--- src/rtl/gb_irq_pkg.sv ---
// Shared constants and types for the Game Boy interrupt controller.
// Source indices, MMIO addresses, vector table and the dispatch FSM type.
package gb_irq_pkg;

   localparam int unsigned IRQ_VBLANK   = 0;
   localparam int unsigned IRQ_LCD_STAT = 1;
   localparam int unsigned IRQ_TIMER    = 2;
   localparam int unsigned IRQ_SERIAL   = 3;
   localparam int unsigned IRQ_JOYPAD   = 4;

   localparam int unsigned IDX_W = 3;

   localparam logic [15:0] ADDR_IF = 16'hFF0F;
   localparam logic [15:0] ADDR_IE = 16'hFFFF;

   localparam logic [7:0] RD_UNMAPPED = 8'haa;

   localparam logic [15:0] VEC_VBLANK   = 16'h0040;
   localparam logic [15:0] VEC_LCD_STAT = 16'h0048;
   localparam logic [15:0] VEC_TIMER    = 16'h0050;
   localparam logic [15:0] VEC_SERIAL   = 16'h0058;
   localparam logic [15:0] VEC_JOYPAD   = 16'h0060;

   typedef enum logic {
      IDLE,
      DISPATCH
   } irq_fsm_t;

   function automatic logic [15:0] irq_vector_of(input logic [15:0]    base,
                                                 input int unsigned    stride,
                                                 input logic [IDX_W-1:0] idx);
      return base + 16'(stride) * 16'(idx);
   endfunction

endpackage

--- src/rtl/mem_if.sv ---
// Byte-wide MMIO bus: the CPU side drives address/write, the peripheral returns read data.
interface mem_if;
   logic [15:0] addr_select;
   logic        write_enable;
   logic [7:0]  write_value;
   logic [7:0]  read_out;

   modport slave (
      input  addr_select,
      input  write_enable,
      input  write_value,
      output read_out
   );

   modport master (
      output addr_select,
      output write_enable,
      output write_value,
      input  read_out
   );
endinterface

--- src/rtl/irq_prio_enc.sv ---
// Combinational priority encoder: lowest set bit of mask wins.
module irq_prio_enc #(
   parameter int unsigned NUM   = 5,
   parameter int unsigned IDX_W = 3
) (
   input  logic [NUM-1:0]   mask,
   output logic [IDX_W-1:0] index,
   output logic             any_valid
);

   // Scan high to low so the lowest set index is the last assignment.
   always_comb begin
      index     = '0;
      any_valid = 1'b0;
      for (int i = NUM - 1; i >= 0; i--) begin
         if (mask[i]) begin
            index     = IDX_W'(i);
            any_valid = 1'b1;
         end
      end
   end

endmodule

--- src/rtl/mmio_irq_ctrl.sv ---
// Game Boy interrupt controller: IF/IE registers, request latching, fixed-priority
// arbitration and the two-cycle dispatch handshake with the CPU.
module mmio_irq_ctrl #(
   parameter int unsigned NUM_IRQ       = 5,
   parameter logic [15:0] VECTOR_BASE   = 16'h0040,
   parameter int unsigned VECTOR_STRIDE = 8
) (
   input  logic               clk,
   input  logic               rst,
   mem_if.slave               req,
   input  logic [NUM_IRQ-1:0] irq_req,
   input  logic               cpu_irq_ack,
   output logic               irq_pending,
   output logic               wake,
   output logic [15:0]        irq_vector,
   output logic               irq_vector_valid,
   output logic [2:0]         irq_index
);

   import gb_irq_pkg::*;

   logic [NUM_IRQ-1:0] if_q, if_d;
   logic [7:0]         ie_q, ie_d;
   logic [1:0]         if_cnt_q, if_cnt_d;
   logic [1:0]         ie_cnt_q, ie_cnt_d;
   logic               if_sel, ie_sel;
   logic               if_commit, ie_commit;

   irq_fsm_t           state_q, state_d;
   logic               cap_any_q, cap_any_d;
   logic [IDX_W-1:0]   idx_q, idx_d;
   logic [15:0]        vec_q, vec_d;

   logic [NUM_IRQ-1:0] active;
   logic [IDX_W-1:0]   win_idx;
   logic               win_any;
   logic [7:0]         rd_if;

   assign active = if_q & ie_q[NUM_IRQ-1:0];

   irq_prio_enc #(
      .NUM   (NUM_IRQ),
      .IDX_W (IDX_W)
   ) u_prio (
      .mask      (active),
      .index     (win_idx),
      .any_valid (win_any)
   );

   // Hold counters: 0 = idle, 1 = first cycle seen, 2 = committed (wait for release).
   always_comb begin
      if_sel    = req.write_enable && (req.addr_select == ADDR_IF);
      ie_sel    = req.write_enable && (req.addr_select == ADDR_IE);
      if_commit = if_sel && (if_cnt_q == 2'd1);
      ie_commit = ie_sel && (ie_cnt_q == 2'd1);

      if_cnt_d = 2'd0;
      if (if_sel) begin
         if_cnt_d = (if_cnt_q == 2'd0) ? 2'd1 : 2'd2;
      end
      ie_cnt_d = 2'd0;
      if (ie_sel) begin
         ie_cnt_d = (ie_cnt_q == 2'd0) ? 2'd1 : 2'd2;
      end
   end

   // Precedence on IF: request pulse > MMIO write > dispatch clear.
   always_comb begin
      if_d = if_q;
      if ((state_q == DISPATCH) && cap_any_q) begin
         for (int i = 0; i < NUM_IRQ; i++) begin
            if (idx_q == IDX_W'(i)) begin
               if_d[i] = 1'b0;
            end
         end
      end
      if (if_commit) begin
         if_d = req.write_value[NUM_IRQ-1:0];
      end
      if_d = if_d | irq_req;

      ie_d = ie_q;
      if (ie_commit) begin
         ie_d = req.write_value;
      end
   end

   always_comb begin
      state_d   = state_q;
      cap_any_d = cap_any_q;
      idx_d     = idx_q;
      vec_d     = vec_q;
      unique case (state_q)
         IDLE: begin
            if (cpu_irq_ack) begin
               state_d   = DISPATCH;
               cap_any_d = win_any;
               idx_d     = win_any ? win_idx : '0;
               vec_d     = win_any ? irq_vector_of(VECTOR_BASE, VECTOR_STRIDE, win_idx)
                                   : 16'h0000;
            end
         end
         DISPATCH: begin
            state_d = IDLE;
         end
         default: begin
            state_d = IDLE;
         end
      endcase
   end

   always_ff @(posedge clk) begin
      if (rst) begin
         if_q      <= '0;
         ie_q      <= '0;
         if_cnt_q  <= '0;
         ie_cnt_q  <= '0;
         state_q   <= IDLE;
         cap_any_q <= 1'b0;
         idx_q     <= '0;
         vec_q     <= '0;
      end else begin
         if_q      <= if_d;
         ie_q      <= ie_d;
         if_cnt_q  <= if_cnt_d;
         ie_cnt_q  <= ie_cnt_d;
         state_q   <= state_d;
         cap_any_q <= cap_any_d;
         idx_q     <= idx_d;
         vec_q     <= vec_d;
      end
   end

   always_comb begin
      rd_if                = 8'hff;
      rd_if[NUM_IRQ-1:0]   = if_q;
      unique case (req.addr_select)
         ADDR_IF: req.read_out = rd_if;
         ADDR_IE: req.read_out = ie_q;
         default: req.read_out = RD_UNMAPPED;
      endcase
   end

   assign irq_pending      = |active;
   assign wake             = irq_pending;
   assign irq_vector       = vec_q;
   assign irq_index        = idx_q;
   // A reset landing on the DISPATCH cycle must suppress the strobe.
   assign irq_vector_valid = (state_q == DISPATCH) && !rst;

endmodule

--- src/flat_wrapper.sv ---
// flat-port wrapper written by rule: the top's interface ports become plain ports
module mmio_irq_ctrl_flat import gb_irq_pkg::*;
#(
   parameter int unsigned NUM_IRQ       = 5,
   parameter logic [15:0] VECTOR_BASE   = 16'h0040,
   parameter int unsigned VECTOR_STRIDE = 8
)
  (clk, rst, irq_req, cpu_irq_ack, irq_pending, wake, irq_vector, irq_vector_valid, irq_index, req_addr_select, req_write_enable, req_write_value, req_read_out);
  mem_if req_i ();
  input  logic clk;
  input  logic rst;
  input  logic [NUM_IRQ-1:0] irq_req;
  input  logic cpu_irq_ack;
  output logic irq_pending;
  output logic wake;
  output logic [15:0] irq_vector;
  output logic irq_vector_valid;
  output logic [2:0] irq_index;
  input wire logic [$bits(req_i.addr_select)-1:0] req_addr_select;
  input wire logic [$bits(req_i.write_enable)-1:0] req_write_enable;
  input wire logic [$bits(req_i.write_value)-1:0] req_write_value;
  output wire logic [$bits(req_i.read_out)-1:0] req_read_out;
  assign req_i.addr_select = req_addr_select;
  assign req_i.write_enable = req_write_enable;
  assign req_i.write_value = req_write_value;
  assign req_read_out = req_i.read_out;
  mmio_irq_ctrl #(.NUM_IRQ(NUM_IRQ), .VECTOR_BASE(VECTOR_BASE), .VECTOR_STRIDE(VECTOR_STRIDE)) u_core (.clk(clk), .rst(rst), .req(req_i), .irq_req(irq_req), .cpu_irq_ack(cpu_irq_ack), .irq_pending(irq_pending), .wake(wake), .irq_vector(irq_vector), .irq_vector_valid(irq_vector_valid), .irq_index(irq_index));
endmodule
--- config.mk ---
export PLATFORM = sky130hd
export DESIGN_NAME = mmio_irq_ctrl_flat
export DESIGN_NICKNAME = d
export VERILOG_FILES = /design/src/rtl/gb_irq_pkg.sv /design/src/rtl/mem_if.sv /design/src/rtl/irq_prio_enc.sv /design/src/rtl/mmio_irq_ctrl.sv /design/src/flat_wrapper.sv
export SDC_FILE = /design/constraint.sdc
export NUM_CORES = 1
export LEC_CHECK = 0
export ABC_AREA = 1
export BUFFER_PORTS_ARGS = -buffer_cell sky130_fd_sc_hd__buf_2
export CAP_MARGIN = 20
export CORE_UTILIZATION = 35
export CTS_CLUSTER_DIAMETER = 100
export DETAILED_ROUTE_END_ITERATION = 10
export PLACE_DENSITY = 0.64
export RECOVER_POWER = 25
export SETUP_SLACK_MARGIN = 0.15
export SYNTH_ARGS = -nofsm -noshare
export SYNTH_HDL_FRONTEND = slang
export SYNTH_SLANG_ARGS = --single-unit
--- constraint.sdc ---
create_clock -name clk -period 3 [get_ports clk]
set_input_delay 0.15 -clock clk [delete_from_list [all_inputs] [get_ports clk]]
set_output_delay 0.15 -clock clk [all_outputs]
set_load 0.005 [all_outputs]
==> results by group <==
Timing
  • Setup violators final: 0
  • Final hold vios: 0
  • Unrepaired setup endpoints after global routing: no
  • Hold Worst Slack: 106 ps
  • Final setup skew: roughly 5.9 ps
  • Min Tclk post-route: ~1700 ps
  • Max frequency: about 570 MHz
  • Fin Setup TNS: 0 ps
  • Fin crit share: approximately 58%
  • Worst slew margin: approximately three fifths
  • Least-Margin Pin Slew: 598 ps
  • Max-slew violation count: 0

Worst setup path
  • Worst Path Max Fanout: 7
  • Cell family with most CP delay: simple AND/OR/NAND/NOR gates
  • Crit. End Element: output pin
  • Slowest CP cell: nor2_1
  • CP peak stage delay: ~500 ps
  • CP Launch Type: input port
  • R2R Path Start: u_core.if_cnt_q[0]
  • CP required: around 2900 ps
  • CP cell instances: buf_2, nand2_1, nor2_1, nand2_2, nor2_1, inv_1, o21ai_0, buf_2
  • CP bufs+invs: 3
  • Setup CP Type: in -> out
  • Critical path arrival: ~1600 ps
  • Critical Path Source: req_addr_select[13]

Drt
  • WL per Instance: 9.67 microns
  • Initial DRT Pass Iterations: 4
  • Avg Vias per Cell: 4.37
  • Drt total wl: 2900 microns
  • Residual DRC count: 0
  • DRT antenna net count: 0
  • Initial drt markers: between 40 and 50
  • Routed vias: ~1300

Global route
  • GR Overflow Total: 0
  • Vias in the first global route: between 1000 and 1500
  • Largest net degree at the start of global routing: 17
  • Total Routing Usage GR: 15.8%
  • First-pass GRT wire length: between 5000 and 6000 microns
  • Initial antenna violation count: 0

CTS
  • CTS tree: built
  • Clk root buf: clkbuf_8
  • CTS Hold Bufs: 0
  • CTS clk-pin slew, worst paths: 70 ps
  • Postcts setup bufs: 0
  • Num Clock Sinks: 22
  • Post-CTS Resized: 0
  • CTS max path bufs: 2
  • TritonCTS Buffers: 3
  • Clock insertion delay at the later pin of the skew report: ~270 ps
  • CTS H-Tree Depth: 1

Logic synthesis
  • Synth top area cells: dfxtp_1, nand2_1, inv_1
  • Synthesized area: 1350 sq um
  • Top cell type's share of synthesized area: approximately a third
  • Syn Inst Count: about 210
  • Synth unique cells: 26
  • Sequential-to-total area share from yosys stat: between 30 and 40%
  • Synthesized area per cell: 6.48 sq um
  • Yosys top cell by area: dfxtp_1
  • Flops & latches, synth: 22
  • Synthesis warning total: 0

Power and ir drop
  • Maximum vdd ir drop: ~210 uV
  • Power density over the cells: slightly above 400 nW/um^2
  • P_leak: ~0.87 nW

Place
  • DP HPWL: about 2300 microns
  • IO buf count: 50
  • GP Congestion: a little over 0.8

Run status
  • Status: complete, no violations

Die
  • I/O Pins: between 60 and 70
  • Die Y-Extent: 64.1 microns
  • Starting Density: between 30 and 40%
  • Placement Rows: 22
  • Core area: 3690 sq um
  • Die area: slightly above 4000 sq um
  • Chip Width: roughly 64 microns

Worst hold path
  • Worst hold path type: in -> reg
  • Hold_sp: req_write_value[5]

Finish
  • # nets final: between 200 and 300
  • Share of post-route cells with drive strength above 1: 22.6%
  • Antenna cells: 0
  • Area Growth Syn to Fin: 17.7%
  • Number of fill cells: 416
  • Final core occ: 43.0%

Flow run
  • Max Cap Viol: 0
final timing paths:
| check | to | slack, ps | cells after the start |
|---|---|---|---|
| setup reg to reg | u_core.if_q[0] | 1710 | 7 |
| hold reg to reg | u_core.ie_cnt_q[0] | 450 | 1 |
| hold / removal | u_core.ie_q[5] | 110 | 3 |
| setup / recovery | req_read_out[6] | 1250 | 8 |
layout make-up:
type / instances / area, sq um / share of cell area, %
multi-input cells: 138 / 627 / 39.5
clock inverters: 1 / 30.0 / 1.89
inverters: 38 / 143 / 8.98
repair buffers: 50 / 246 / 15.5
well taps: 48 / 60.1 / 3.78
flip-flops and latches: 22 / 440 / 27.7
clock buffers: 3 / 41.3 / 2.60
power breakdown:
| group | internal [W] | total, W | switching, W |
|---|---|---|---|
| Clock | 0.000178 | 0.000274 | 0.0000960 |
| Sequential | 0.000299 | 0.000304 | 0.00000517 |
| Combinational | 0.0000277 | 0.0000646 | 0.0000369 |
cell usage in the layout (no fill, tap or decap):
cell,n
o21ai_0,3
a31oi_1,4
nor2_1,28
buf_2,47
nand2_2,1
a211oi_1,1
nor3_1,3
dfxtp_1,22
nor2_2,2
inv_1,38
nand4_1,5
clkbuf_8,3
a21oi_1,5
nand2_1,55
nor4_1,1
nand4_4,1
conb_1,12
clkbuf_1,3
nor2_4,1
nand3_1,10
nand3_2,1
bufinv_16,1
o22ai_1,3
o211ai_1,2
stage by stage:
stage	setup slack (ps)	area, sq um	total power [W]	cells
6_report	1250	1590	0.000643	300
5_1_grt	1090	1590	0.000675	300
4_1_cts	1590	1610	0.000650	300
3_5_place_dp	1590	1540	0.000376	296
3_3_place_gp	1620	1540	0.000376	296
2_1_floorplan	1910	1390	0.000360	219
cell usage after synthesis (all sizes together):
library cell and instances:
a211oi 1, a21oi 5, a31oi 4, buf 19
clkbuf 2, conb 1, dfxtp 22, inv 38
nand2 56, nand3 11, nand4 6, nor2 31
nor3 3, nor4 1, o211ai 2, o21ai 3
o22ai 3
cells by family after synthesis:
kind of cell    count (synthesis)  synth area share [%]
flops                          22                  32.7
compound gates                 18                  7.88
buf+inv                        59                  22.5
simple gates                  108                  36.6
other cells                     1                 0.278
worst register-to-register path: stages, from the launching register on:
cell     delay (ps)
dfxtp_1         350
inv_1            50
nor2_1          280
nand3_1         230
nand2_1         120
nand3_1          60
nand2_1          60
inv_1            40
layer usage:
| layer | vias to the layer above | track usage (%) | part of all wire [%] |
|---|---|---|---|
| met5 | - | 0 | 0 |
| met2 | 37 | 26.5 | 46 |
| met3 | 4 | 4.29 | 4.4 |
| li1 | 697 | - | - |
| met4 | 0 | 2.56 | 0.72 |
| met1 | 573 | 20.4 | 49 |
state kept, by name, indices dropped and copies added, names as in the netlist:
register and cells:
u_core.ie_cnt_q 2, u_core.ie_q 8, u_core.if_cnt_q 2, u_core.if_q 5, u_core.irq_index 2, u_core.irq_vector 2, u_core.state_q 1
Note: power is estimated with default switching activity, not from simulation.
